File: src/rtl/lc3_wb_pkg.sv
// lc3_wb_pkg: shared types, sizes and condition-code helpers for the LC3 writeback stage.
package lc3_wb_pkg;
    localparam int NUM_REGS = 8;
    localparam int DATA_W   = 16;
    localparam int AW       = $clog2(NUM_REGS);
    typedef enum logic [1:0] {
        WB_ALU     = 2'b00,
        WB_MEM     = 2'b01,
        WB_PC      = 2'b10,
        WB_ILLEGAL = 2'b11
    } wb_sel_t;
    localparam logic [2:0] PSR_N = 3'b100;
    localparam logic [2:0] PSR_Z = 3'b010;
    localparam logic [2:0] PSR_P = 3'b001;
    typedef logic [AW-1:0] reg_addr_t;
    function automatic logic [2:0] psr_of(input logic [DATA_W-1:0] d);
        return d[DATA_W-1] ? PSR_N : (d == '0) ? PSR_Z : PSR_P;
    endfunction
endpackage

File: src/rtl/lc3_writeback_if.sv
// lc3_writeback_if: execute_out bundle into writeback plus the register read-back path.
interface lc3_writeback_if;
    import lc3_wb_pkg::*;
    logic                enable_writeback;
    logic [1:0]          W_Control_in;
    reg_addr_t           dr;
    logic [DATA_W-1:0]   aluout;
    logic [DATA_W-1:0]   pcout;
    logic [DATA_W-1:0]   memout;
    reg_addr_t           sr1;
    reg_addr_t           sr2;
    logic [DATA_W-1:0]   VSR1;
    logic [DATA_W-1:0]   VSR2;
    logic [2:0]          psr;
    logic                wb_error;
    modport master (
        output enable_writeback, W_Control_in, dr, aluout, pcout, memout, sr1, sr2,
        input  VSR1, VSR2, psr, wb_error
    );
    modport slave (
        input  enable_writeback, W_Control_in, dr, aluout, pcout, memout, sr1, sr2,
        output VSR1, VSR2, psr, wb_error
    );
endinterface

File: src/rtl/lc3_regfile.sv
// lc3_regfile: 8x16 architectural registers, one synchronous write port, two async read ports.
module lc3_regfile
    import lc3_wb_pkg::*;
(
    input  logic              clock,
    input  logic              reset,
    input  logic              i_we,
    input  reg_addr_t         i_waddr,
    input  logic [DATA_W-1:0] i_wdata,
    input  reg_addr_t         i_raddr1,
    input  reg_addr_t         i_raddr2,
    output logic [DATA_W-1:0] o_rdata1,
    output logic [DATA_W-1:0] o_rdata2
);
    logic [DATA_W-1:0] r_mem [NUM_REGS];

    always_ff @(posedge clock or negedge reset) begin
        if (!reset) r_mem <= '{default: '0};
        else if (i_we) r_mem[i_waddr] <= i_wdata;
    end

    // No bypass: a read of the register being written returns its old value.
    assign o_rdata1 = r_mem[i_raddr1];
    assign o_rdata2 = r_mem[i_raddr2];
endmodule

File: src/rtl/lc3_writeback.sv
// lc3_writeback: selects the execute/memory result, commits it to the register file,
// and maintains the NZP condition codes and a sticky illegal-select flag.
module lc3_writeback
    import lc3_wb_pkg::*;
(
    input  logic            clock,
    input  logic            reset,
    lc3_writeback_if.slave  wb
);
    wb_sel_t           w_sel;
    logic [DATA_W-1:0] w_data;
    logic              w_commit;
    logic              w_illegal;
    logic [2:0]        r_psr;
    logic              r_err;

    assign w_sel  = wb_sel_t'(wb.W_Control_in);
    assign w_data = (w_sel == WB_ALU) ? wb.aluout :
                    (w_sel == WB_MEM) ? wb.memout : wb.pcout;
    // Enable is tested first so an undriven select is ignored while idle.
    assign w_commit  = wb.enable_writeback && (w_sel != WB_ILLEGAL);
    assign w_illegal = wb.enable_writeback && (w_sel == WB_ILLEGAL);

    lc3_regfile u_regfile (
        .clock    (clock),
        .reset    (reset),
        .i_we     (w_commit),
        .i_waddr  (wb.dr),
        .i_wdata  (w_data),
        .i_raddr1 (wb.sr1),
        .i_raddr2 (wb.sr2),
        .o_rdata1 (wb.VSR1),
        .o_rdata2 (wb.VSR2)
    );

    always_ff @(posedge clock or negedge reset) begin
        if (!reset) begin
            r_psr <= 3'b000;
            r_err <= 1'b0;
        end else begin
            if (w_commit) r_psr <= psr_of(w_data);
            if (w_illegal) r_err <= 1'b1;
        end
    end

    assign wb.psr      = r_psr;
    assign wb.wb_error = r_err;
endmodule

File: src/flat_wrapper.sv
// flat-port wrapper written by rule: the top's interface ports become plain ports
module lc3_writeback_flat import lc3_wb_pkg::*;
  (clock, reset, wb_enable_writeback, wb_W_Control_in, wb_dr, wb_aluout, wb_pcout, wb_memout, wb_sr1, wb_sr2, wb_VSR1, wb_VSR2, wb_psr, wb_wb_error);
  lc3_writeback_if wb_i ();
  input  logic clock;
  input  logic reset;
  input wire logic [$bits(wb_i.enable_writeback)-1:0] wb_enable_writeback;
  input wire logic [$bits(wb_i.W_Control_in)-1:0] wb_W_Control_in;
  input wire logic [$bits(wb_i.dr)-1:0] wb_dr;
  input wire logic [$bits(wb_i.aluout)-1:0] wb_aluout;
  input wire logic [$bits(wb_i.pcout)-1:0] wb_pcout;
  input wire logic [$bits(wb_i.memout)-1:0] wb_memout;
  input wire logic [$bits(wb_i.sr1)-1:0] wb_sr1;
  input wire logic [$bits(wb_i.sr2)-1:0] wb_sr2;
  output wire logic [$bits(wb_i.VSR1)-1:0] wb_VSR1;
  output wire logic [$bits(wb_i.VSR2)-1:0] wb_VSR2;
  output wire logic [$bits(wb_i.psr)-1:0] wb_psr;
  output wire logic [$bits(wb_i.wb_error)-1:0] wb_wb_error;
  assign wb_i.enable_writeback = wb_enable_writeback;
  assign wb_i.W_Control_in = wb_W_Control_in;
  assign wb_i.dr = wb_dr;
  assign wb_i.aluout = wb_aluout;
  assign wb_i.pcout = wb_pcout;
  assign wb_i.memout = wb_memout;
  assign wb_i.sr1 = wb_sr1;
  assign wb_i.sr2 = wb_sr2;
  assign wb_VSR1 = wb_i.VSR1;
  assign wb_VSR2 = wb_i.VSR2;
  assign wb_psr = wb_i.psr;
  assign wb_wb_error = wb_i.wb_error;
  lc3_writeback u_core (.clock(clock), .reset(reset), .wb(wb_i));
endmodule
File: config.mk
export PLATFORM = sky130hd
export DESIGN_NAME = lc3_writeback_flat
export DESIGN_NICKNAME = d
export VERILOG_FILES = /design/src/rtl/lc3_wb_pkg.sv /design/src/rtl/lc3_writeback_if.sv /design/src/rtl/lc3_regfile.sv /design/src/rtl/lc3_writeback.sv /design/src/flat_wrapper.sv
export SDC_FILE = /design/constraint.sdc
export NUM_CORES = 1
export LEC_CHECK = 0
export CAP_MARGIN = 20
export CORE_MARGIN = 2
export CORE_UTILIZATION = 56
export DETAILED_ROUTE_END_ITERATION = 16
export GPL_ROUTABILITY_DRIVEN = 0
export PLACE_DENSITY = 0.81
export SLEW_MARGIN = 20
export SYNTH_ARGS = -nofsm -noshare
export SYNTH_HDL_FRONTEND = slang
export SYNTH_HIERARCHICAL = 1
export SYNTH_SLANG_ARGS = --single-unit
File: constraint.sdc
create_clock -name clock -period 2.26 [get_ports clock]
set_clock_uncertainty 0.2 [all_clocks]
set_input_delay 0.339 -clock clock [delete_from_list [all_inputs] [get_ports clock]]
set_output_delay 0.339 -clock clock [all_outputs]
set_load 0.05 [all_outputs]
==> After elaboration in Yosys (flattened, before gate mapping) <==
Index checks and enable logic that the tools add are counted.
{ "totals": {"register_bits": 132, "in_bits": 62, "out_inout_bits": 36, "word_cells": 38} }
{ "op_classes": {"magnitude_cmp": 4, "n_eq_ne": 3, "mux": 13, "bitwise": 3, "n_reduce_logical": 5} }
{ "op_table": {"columns": ["cell", "n"], "rows": [
  ["128-bit bitwise mux", 1],
  ["16-bit two-way mux", 7],
  ["16-bit binary-select mux with 3-bit select", 2],
  ["16-bit demux with 3-bit select", 1],
  ["16-bit zero test", 1],
  ["4-bit greater-or-equal comparator, second input constant", 3],
  ["3-bit inverter with 4-bit output", 3],
  ["4-bit by 1-bit less-than comparator with 1-bit output, second input constant", 1],
  ["1-bit logical AND", 3],
  ["3-bit two-way mux", 1],
  ["2-bit by 1-bit equality test with 1-bit output, second input constant", 1],
  ["2-bit equality test, second input constant", 1],
  ["2-bit zero test", 1],
  ["2-bit two-way mux", 1],
  ["2-bit inequality test, second input constant", 1]
]} }

==> Longest topological paths before layout <==
Gate-level depths: netlist of run 1.
{ "depth": {"ltp_word": 6, "mapped_depth": 10, "depth_no_buf": 5} }

==> Hierarchy <==
The synthesis of run 1 kept the hierarchy.
{ "by_module_without_submodules": {"columns": ["mod", "n_inst", "cells_each", "area_per_inst_um2", "seq_area_each_um2"], "rows": [
  ["lc3_regfile", 1, 393, 7000.5, 3203.1],
  ["lc3_writeback", 1, 71, 554.3, 100.1]
]} }

==> Least setup slack after synthesis of run 1 <==
No wires, ideal clock.
{ "synth_path": {"path_type": "input-to-reg", "startpoint": "in wb_W_Control_in[0]", "endpoint": "reg u_core/u_regfile/r_mem[85] in the netlist's numbering", "setup_ns": 0.125, "arrival_ns": 1.932, "required_ns": 1.935, "slack_ns": 0.003, "cell_stages": 10, "path_buffers": 5, "path_cell_list": "buf_6 -> buf_12 -> nand2_1 -> nand2_1 -> inv_1 -> buf_4 -> nor4bb_1 -> buf_2 -> buf_4 -> mux2_2"} }
{ "synth_via": {"elab_cells_between_ends": 7, "classes_between": "eq/ne: 2; mux: 3; reduce/logical: 2"} }
{ "synth_lines": {"columns": ["item", "line", "source"], "rows": [
  ["from (decl)", "flat_wrapper.sv:8", "input wire logic [$bits(wb_i.W_Control_in)-1:0] wb_W_Control_in;"],
  ["2-bit inequality test", "lc3_writeback.sv:21", "assign w_commit = wb.enable_writeback && (w_sel != WB_ILLEGAL);"],
  ["1-bit logical AND", "lc3_writeback.sv:21", null],
  ["named net u_core.w_commit", "lc3_writeback.sv:12", "logic w_commit;"],
  ["to (signal, indexed assignment)", "lc3_regfile.sv:19", "else if (i_we) r_mem[i_waddr] <= i_wdata;"],
  ["to (decl)", "lc3_regfile.sv:15", "logic [DATA_W-1:0] r_mem [NUM_REGS];"]
]} }
The timed path passes the listed nets, and every way through them passes these cells.
A chain may end at the register's enable or synchronous reset.

==> Worst setup path in the final report of run 1 <==
{ "layout_path": {"startpoint": "reg u_core/u_regfile/r_mem[43] in the netlist's numbering", "endpoint": "out wb_VSR1[11]"} }
{ "layout_via": {"elab_chain_len": 3} }
{ "layout_lines": {"columns": ["item", "line", "source"], "rows": [
  ["16-bit binary-select mux with 3-bit select", "lc3_regfile.sv:23", "assign o_rdata1 = r_mem[i_raddr1];"],
  ["16-bit two-way mux (not written as such) (2 in a row)", "lc3_regfile.sv:23", null],
  ["to (decl)", "flat_wrapper.sv:15", "output wire logic [$bits(wb_i.VSR1)-1:0] wb_VSR1;"]
]} }
No other way between the ends. The select of a mux whose other input is x is not followed.

==> run metrics, run 1 <==
outcome complete, but fails checks; failing checks negative setup slack; CP endpoint kind primary output; synth cell count leaders mux2_2, dfrtp_1, mux4_1, nand2_1, mux2i_1; Starting Density 57.28%; share of cells above drive strength 1 60.13%; Area growth syn-to-layout 33.34%; Seq/Total Area, Yosys 43.72%; share of the synthesized area in the top cell type a little over two fifths; crit share post-route 103.2%; Synth cell types 27; Worst path slowest cell mux4_2; placed cell areas a little over 9000 µm²; ANT nets after route 0; Clock Tree Buf Depth 2; DR vias/cell ~6.3; RSZ-0062 raised after global routing yes; Post-Place Setup Slack -0.4760 ns; Buf/Inv on CP 1; first-pass GRT wire length around 32000 µm; Slew @ Worst Pin 0.7653 ns; setup TNS -1.116 ns; CP startpoint kind flop; FILL cells 759; initial antenna violation count 0; routed wire length 20940 µm; Setup violations, final 32; post-synth top area cell dfrtp_1; via count 5152; count leader, synth mux2_2; number of enable flip-flop cells after synthesis 0; Max stage delay on crit path about 0.50 ns; Slew Limit Fails 0; reg2reg setup slack 1.01 ns; final worst slack -0.07120 ns; VDD IR-drop max ~0.63 mV; Cell Chain, Critical Path mux4_2 > mux2_2 > buf_6; FP Rows 42; Top FF cell, synth dfrtp_1; hold crit path type in -> async; Final Cell Area just over 10000 µm²; Sink Count about 130; placed cells 755; Root Driver clkbuf_16; Async S/R FF share, synth 100.0%; critical path data required time 1.72 ns; top post-synthesis cells by area dfrtp_1, mux2_2, mux4_1; number of port buffers 97; fin cells 813; TritonCTS buffer count 17; vias in the first global route 5543; nets 686; GRT Util Overall 30.47%; n_diodes 0; Post-DP HPWL 12810 µm; DIE HEIGHT between 100 and 150 µm; Die W approximately 120 µm; DR iter-0 viols 459; Top Family by Delay on Critical Path multiplexers; area of the multi-input gates slightly below 4000 µm²; largest net degree at the start of global routing 39; H-tree depth 4; synthesized flop and latch total 132; CP Class reg -> out; gr ovfl total 0; clock-pin slew on the worst setup and hold paths around 0.06 ns; final routed DRC violation total 0; Die ar. 14440 µm²; core area 13190 µm²; final core utilization between 70% and 80%; WL/cell 25.76 µm; post-layout min period 2.331 ns; Clk Latency, worst-skew pair ~0.42 ns; Cells after Synth about 460; syn_area_per_cell around 16 µm²; synthesized cell area 7555 µm²; Leakage 4.436 nW; pwr/cell area 997.3 nW/µm²; f_max ~430 MHz; Synth Warn # 6; CTS tree yes; Top Ports 98; Worst Path Arrival ~1.8 ns; drt first pass iters 5; Max Cap Viol 0; crit-path max FO 3; Net Count, Synth about 530; Hold Fails Final Rpt 0; Reg area 3303 µm²; Rel. slew slack 48.64%
## layer usage
layer	wire length (µm)	part of all wire [%]	vias to the layer above	track usage, %
li1	-	-	2135	-
met1	8416	40	2735	40.39
met2	10640	51	243	49.61
met3	1422	6.8	39	7.034
met4	460	2.2	0	11.03
met5	0	0	-	0
## cells by family after synthesis
| logic type | share of synthesized area [%] |
|---|---|
| buf+inv | 3.958 |
| flops | 43.72 |
| simple gates | 2.948 |
| compound gates | 1.391 |
| mux | 47.98 |
## what timing repair did
action / in CTS / in global routing
setup endpoints to repair: 34 / 35
resized for setup: 128 / 16
gates cloned: 2 / 0
buffers inserted: 16 / 7
endpoints found under the hold margin: 92 / 0
hold buffers: 1 / 0
## per-stage QoR
stage          total power, W  hold WS (ns)
6_report              0.01005        0.1783
3_3_place_gp         0.006250       0.07255
2_1_floorplan        0.005427       -0.1566
3_5_place_dp         0.006407       0.07542
5_1_grt               0.01036        0.2106
4_1_cts              0.009913        0.1803
## final timing paths
| kind | startpoint | end | depth (start not counted) |
|---|---|---|---|
| setup / recovery | u_core/u_regfile/r_mem[43] | wb_VSR1[11] | 3 |
| hold / removal | reset | u_core/u_regfile/r_mem[25] | 2 |
| setup reg to reg | u_core/u_regfile/r_mem[57] | u_core/u_regfile/r_mem[57] | 3 |
| hold reg to reg | u_core/wb.wb_error | u_core/wb.wb_error | 1 |
| max in group asynchronous | reset | u_core/u_regfile/r_mem[67] | 3 |
| min in group clock | u_core/wb.wb_error | u_core/wb.wb_error | 1 |
## state kept, by name, indices dropped and copies added (netlist names)
| register | count |
|---|---|
| u_core/wb.psr | 3 |
| u_core/u_regfile/r_mem | 128 |
| u_core/wb.wb_error | 1 |
## final cells by class
cell class                 instances  area share, %
sequential                       132          32.79
multi-input combinational        293          38.65
tap                              176          2.186
timing repair buffer             179          20.12
inverter                           1        0.03726
clock buffer                      19          4.397
clock inverter                    13          1.813
## report_power, final
group          total, W  switching (W)  internal (W)
Combinational   0.00363        0.00161       0.00203
Clock           0.00292        0.00106       0.00187
Sequential      0.00349       0.000514       0.00297
## placed cells by master, fill, tap and decap left out, types with 2 or more instances in the layout
cell / synthesis / routed
mux2_2: 161 / 135
dfrtp_1: 132 / 132
mux4_2: 8 / 62
clkdlybuf4s50_1: 0 / 59
buf_4: 5 / 58
mux2_4: 0 / 26
buf_12: 1 / 22
buf_8: 0 / 21
nand2_1: 19 / 19
clkbuf_16: 0 / 17
mux2i_1: 16 / 16
buf_6: 14 / 11
o21ai_1: 8 / 8
o21ai_0: 8 / 7
clkinvlp_4: 0 / 4
bufinv_16: 0 / 4
clkinv_2: 0 / 3
nand4b_2: 3 / 3
clkinv_4: 0 / 2
bufbuf_16: 0 / 2
nor4_1: 4 / 2
nor4_2: 0 / 2
mux4_1: 56 / 2
nor4bb_4: 0 / 2
Note: power is estimated with default switching activity, not from simulation.
==> run 2: changes to the inputs <==
--- a/config.mk
+++ b/config.mk
@@ -10,6 +10,7 @@
 export CORE_UTILIZATION = 56
 export DETAILED_ROUTE_END_ITERATION = 16
 export GPL_ROUTABILITY_DRIVEN = 0
+export MAX_ROUTING_LAYER = met4
 export PLACE_DENSITY = 0.81
 export SLEW_MARGIN = 20
 export SYNTH_ARGS = -nofsm -noshare
==> constraint.sdc (replaced) <==
create_clock -name clock -period 2.6 [get_ports clock]
set_clock_uncertainty 0.2 [all_clocks]
set_input_delay 0.39 -clock clock [delete_from_list [all_inputs] [get_ports clock]]
set_output_delay 0.39 -clock clock [all_outputs]
set_load 0.05 [all_outputs]
==> run 2 against run 1 <==
The flow now finishes without violations. Sequential cell count did not move. Sequential power is 15% lower. Die area unchanged. Utilization down 3.0 points. Cell count down 4.2%. Wire length is 4.0% lower. Clock-buffer cell count down 1. Clock power decreased by 4%. Worst setup slack gained 0.19 ns. Highest routed layer unchanged. Hold slack improved by 0.12 ns.
==> run metrics, run 2 (synthesis results as in run 1) <==
outcome complete, no violations; Reg area approximately 3300 µm²; final routed DRC violation total 0; share of cells above drive strength 1 48.26%; DIE HEIGHT 120.2 µm; vias in the first global route 5412; Cell Chain, Critical Path buf_2 > buf_12 > mux4_1 > mux2_2 > buf_4; crit share post-route between 90% and 100%; CTS tree yes; hold crit path type in -> async; FILL cells about 800; n_diodes 0; CP startpoint kind input port; Area growth syn-to-layout 28.09%; setup bufs post-CTS 0; crit-path max FO 29; Hold Fails Final Rpt 0; fin cells roughly 780; number of port buffers 97; f_max slightly above 400 MHz; core area around 13000 µm²; DR vias/cell 6.445; Slew Limit Fails 0; post-layout min period between 2 and 2.5 ns; FP Rows 42; Rel. slew slack between 50% and 60%; Slew @ Worst Pin 0.7315 ns; Worst path slowest cell mux4_1; Clk Latency, worst-skew pair 0.42 ns; worst reg2reg path depth 1; clock-pin slew on the worst setup and hold paths approximately 0.060 ns; final core utilization 73.36%; Worst Path Arrival 1.89 ns; first-pass GRT wire length 30840 µm; largest net degree at the start of global routing 61; Starting Density 57.28%; reg2reg end u_core/u_regfile/r_mem[87]; Buf/Inv on CP 3; VDD IR-drop max about 0.49 mV; Sink Count 132; Clock Tree Buf Depth 2; CP endpoint kind primary output; Top Family by Delay on Critical Path multiplexers; reg2reg setup slack 1.54 ns; area of the multi-input gates 3983 µm²; total power between 0.008 and 0.009 W; Die ar. 14440 µm²; GRT Util Overall 29.86%; WL/cell 25.81 µm; Top Ports 98; initial antenna violation count 0; pwr/cell area 866.8 nW/µm²; gr ovfl total 0; commonest non-fill, non-tap cell in the layout mux2_2; ANT nets after route 0; RSZ-0062 raised after global routing no; number of flip-flops in the largest register 128; placed cells 745; drt first pass iters 4; Max Cap Viol 0; launching point of the worst reg2reg path u_core/u_regfile/r_mem[87]; DR iter-0 viols 407; TritonCTS buffer count 17; routed wire length 20110 µm; Root Driver clkbuf_16; Post-Place Setup Slack -0.1004 ns; Reg with most FFs u_core/u_regfile/r_mem; nets 652; H-tree depth 4; Leakage ~4.4 nW; critical path data required time 2.01 ns; Max stage delay on crit path between 0.6 and 0.7 ns; via count 5021; Post-DP HPWL 12620 µm; Die W 120.2 µm; final worst slack 0.1163 ns; CP Class in -> out; commonest cells after routing, fill and taps aside mux2_2, dfrtp_1, buf_4, clkdlybuf4s50_1, mux4_1; Setup violations, final 0
## run 2: cell count changes in the layout (fill, tap and decap cells not counted), moves of 2 or more
| cell | change |
|---|---|
| buf_12 | -5 |
| buf_4 | +3 |
| buf_6 | -10 |
| buf_8 | -21 |
| bufbuf_16 | -2 |
| bufinv_16 | +3 |
| clkinv_4 | -2 |
| mux2_2 | +26 |
| mux2_4 | -26 |
| mux4_1 | +54 |
| mux4_2 | -54 |
| nor4_1 | +2 |
| nor4_2 | -2 |
## run 2: routing by layer
layer	part of all wire [%]	wire length (µm)	vias up	GRT usage (%)
met5	0	0	-	-
met4	2.3	472	0	11.91
met3	5.5	1111	54	5.846
met2	51	10280	201	47.83
met1	41	8237	2637	37.83
li1	-	-	2129	-
## run 2: metrics by stage
step | cell area [µm²] | hold slack, ns | setup TNS, ns
3_5_place_dp | 8946 | 0.2035 | -0.2101
6_report | 9677 | 0.2973 | 0
4_1_cts | 9643 | 0.3035 | 0
3_3_place_gp | 8946 | 0.1864 | -0.07069
2_1_floorplan | 7555 | -0.1056 | 0
5_1_grt | 9677 | 0.3174 | 0
## run 2: cell type report
class | count | share of cell area [%]
flip-flops and latches | 132 | 34.14
multi-input cells | 293 | 41.16
repair buffers | 145 | 15.30
clock buffers | 18 | 4.435
well taps | 176 | 2.276
inverters | 1 | 0.03879
clock inverters | 14 | 2.664
## run 2: timing repair
item                       CTS  global route
setup endpoints to repair    0             5
hold buffers                 1             0
hold endpoints to repair    36             0
resized for setup            0             3
## run 2: power by group
group / leakage, nW / internal, W / switching, W
registers: 1.62 / 0.00258 / 0.000396
logic: 2.41 / 0.00134 / 0.00128
clock network: 0.318 / 0.00189 / 0.000899
## run 2: how the worst max path moves through the flow
stage,cells after the start,to,startpoint,slack (ns)
after CTS,5,wb_VSR1[5],wb_sr1[2],0.03
after detailed placement,7,u_core/wb.psr[0],wb_W_Control_in[0],-0.10
after global routing,3,wb_VSR1[5],u_core/u_regfile/r_mem[101],0.11
final,5,wb_VSR2[0],wb_sr2[0],0.12
after global placement,7,u_core/wb.psr[0],wb_W_Control_in[0],-0.04
after floorplan,10,u_core/u_regfile/r_mem[85],wb_W_Control_in[0],0.29
==> run 3: changes to the inputs <==
--- a/config.mk
+++ b/config.mk
@@ -10,7 +10,6 @@
 export CORE_UTILIZATION = 56
 export DETAILED_ROUTE_END_ITERATION = 16
 export GPL_ROUTABILITY_DRIVEN = 0
-export MAX_ROUTING_LAYER = met4
 export PLACE_DENSITY = 0.81
 export SLEW_MARGIN = 20
 export SYNTH_ARGS = -nofsm -noshare
==> run 3 against run 2 <==
Maximum frequency increased by 0.43%. Utilization unchanged. Non-clock buffer count unchanged. Global-route usage decreased by 0.92 points. Via count decreased by 0.56%. Sequential power about the same. Sequential cell count unchanged. Sequential share of layout area unchanged. Critical path depth unchanged. Clock power about the same. Critical endpoint unchanged. Largest power group unchanged.
==> run metrics, run 3 (synthesis results as in run 1) <==
Worst Path Arrival 1.88 ns; ANT nets after route 0; Starting Density between 50% and 60%; Rel. slew slack between 40% and 50%; FP Rows 42; outcome complete, no violations; routed wire length 20130 µm; Area growth syn-to-layout 28.09%; fin cells about 780; crit-path max FO 29; hold crit path type in -> async; first-pass GRT wire length 30790 µm; Post-DP HPWL 12620 µm; CP startpoint kind input port; commonest non-fill, non-tap cell in the layout mux2_2; GRT Util Overall approximately 29%; n_diodes 0; total power ~0.0084 W; DR vias/cell 6.409; Slew @ Worst Pin 0.7778 ns; Max Cap Viol 0; worst reg2reg path depth 1; Clk Latency, worst-skew pair 0.42 ns; number of flip-flops in the largest register approximately 130; number of port buffers 97; Sink Count 132; Leakage around 4.4 nW; launching point of the worst reg2reg path u_core/u_regfile/r_mem[87]; vias in the first global route 5434; reg2reg end u_core/u_regfile/r_mem[87]; Slew Limit Fails 0; critical path data required time approximately 2 ns; Die ar. around 14000 µm²; RSZ-0062 raised after global routing no; CTS tree yes; nets about 650; crit path launch wb_sr2[0]; CP Class in -> out; Clock Tree Buf Depth 2; setup bufs post-CTS 0; drt first pass iters 4; pwr/cell area 867.2 nW/µm²; final routed DRC violation total 0; placed cells 745; initial antenna violation count 0; f_max 404.4 MHz; H-tree depth 4; VDD IR-drop max 0.4937 mV; TritonCTS buffer count 17; gr ovfl total 0; via count 4993; DR iter-0 viols 367; largest net degree at the start of global routing 61; Setup violations, final 0; Reg with most FFs u_core/u_regfile/r_mem; DIE HEIGHT 120.2 µm; commonest cells after routing, fill and taps aside mux2_2, dfrtp_1, buf_4, clkdlybuf4s50_1, mux4_1; FILL cells around 800; Root Driver clkbuf_16; setup TNS 0 ns; Die W between 100 and 150 µm; crit share post-route 95.12%; clock-pin slew on the worst setup and hold paths 0.06 ns; Top Ports 98; share of cells above drive strength 1 48.26%; Hold Fails Final Rpt 0; CP endpoint kind primary output; crit path to wb_VSR2[0]; post-layout min period ~2.5 ns; WL/cell 25.84 µm; core area 13190 µm²; reg2reg setup slack 1.55 ns
==> run 3: final cells by class <==
| cell class | instances | area [µm²] | share of cell area (%) |
|---|---|---|---|
| clock inverter | 14 | 257.7 | 2.664 |
| multi-input combinational | 293 | 3983 | 41.16 |
| timing repair buffer | 145 | 1480 | 15.30 |
| inverter | 1 | 3.754 | 0.03879 |
| sequential | 132 | 3303 | 34.14 |
| clock buffer | 18 | 429.2 | 4.435 |
| tap | 176 | 220.2 | 2.276 |
==> run 3: how the worst min path moves through the flow <==
stage / slack, ns / depth (start not counted) / startpoint / endpoint
global route: 0.32 / 1 / u_core/wb.wb_error / u_core/wb.wb_error
finish: 0.29 / 2 / reset / u_core/u_regfile/r_mem[24]
floorplan: -0.11 / 0 / reset / u_core/u_regfile/r_mem[0]
detailed placement: 0.20 / 1 / reset / u_core/u_regfile/r_mem[24]
global placement: 0.19 / 1 / reset / u_core/u_regfile/r_mem[24]
CTS: 0.30 / 1 / u_core/wb.wb_error / u_core/wb.wb_error
==> run 3: critical path, stage by stage <==
cell,delay (ns)
buf_2,0.12
buf_12,0.24
mux4_1,0.61
mux2_2,0.30
buf_4,0.19
==> run 3: where the power goes <==
group | internal, W | total, W | switching [W]
sequential | 0.00259 | 0.00298 | 0.000397
clock | 0.00189 | 0.00279 | 0.000905
combinational | 0.00134 | 0.00262 | 0.00128
total | 0.00581 | 0.00839 | 0.00258
==> run 3: stage by stage <==
stage,area (µm²),utilization (%),worst slack (ns),hold WS [ns]
finish,9677,73.36,0.1269,0.2912
floorplan,7555,-,0.2924,-0.1056
CTS,9643,73.11,0.02546,0.3035
detailed placement,8946,67.82,-0.1004,0.2035
global placement,8946,67.82,-0.03889,0.1864
global route,9677,73.36,0.1071,0.3174
==> run 3: metal layers <==
layer | vias up | global-route usage [%] | routed length [µm]
li1 | 2126 | - | -
met1 | 2630 | 37.50 | 8347
met2 | 198 | 47.90 | 10310
met3 | 39 | 5.751 | 1082
met4 | 0 | 12.13 | 393
met5 | - | 0 | 0
==> run 3: timing repair <==
action | CTS | global route
resized for setup | 0 | 3
endpoints found under the hold margin | 36 | 0
endpoints found under the setup margin | 0 | 5
hold buffers | 1 | 0
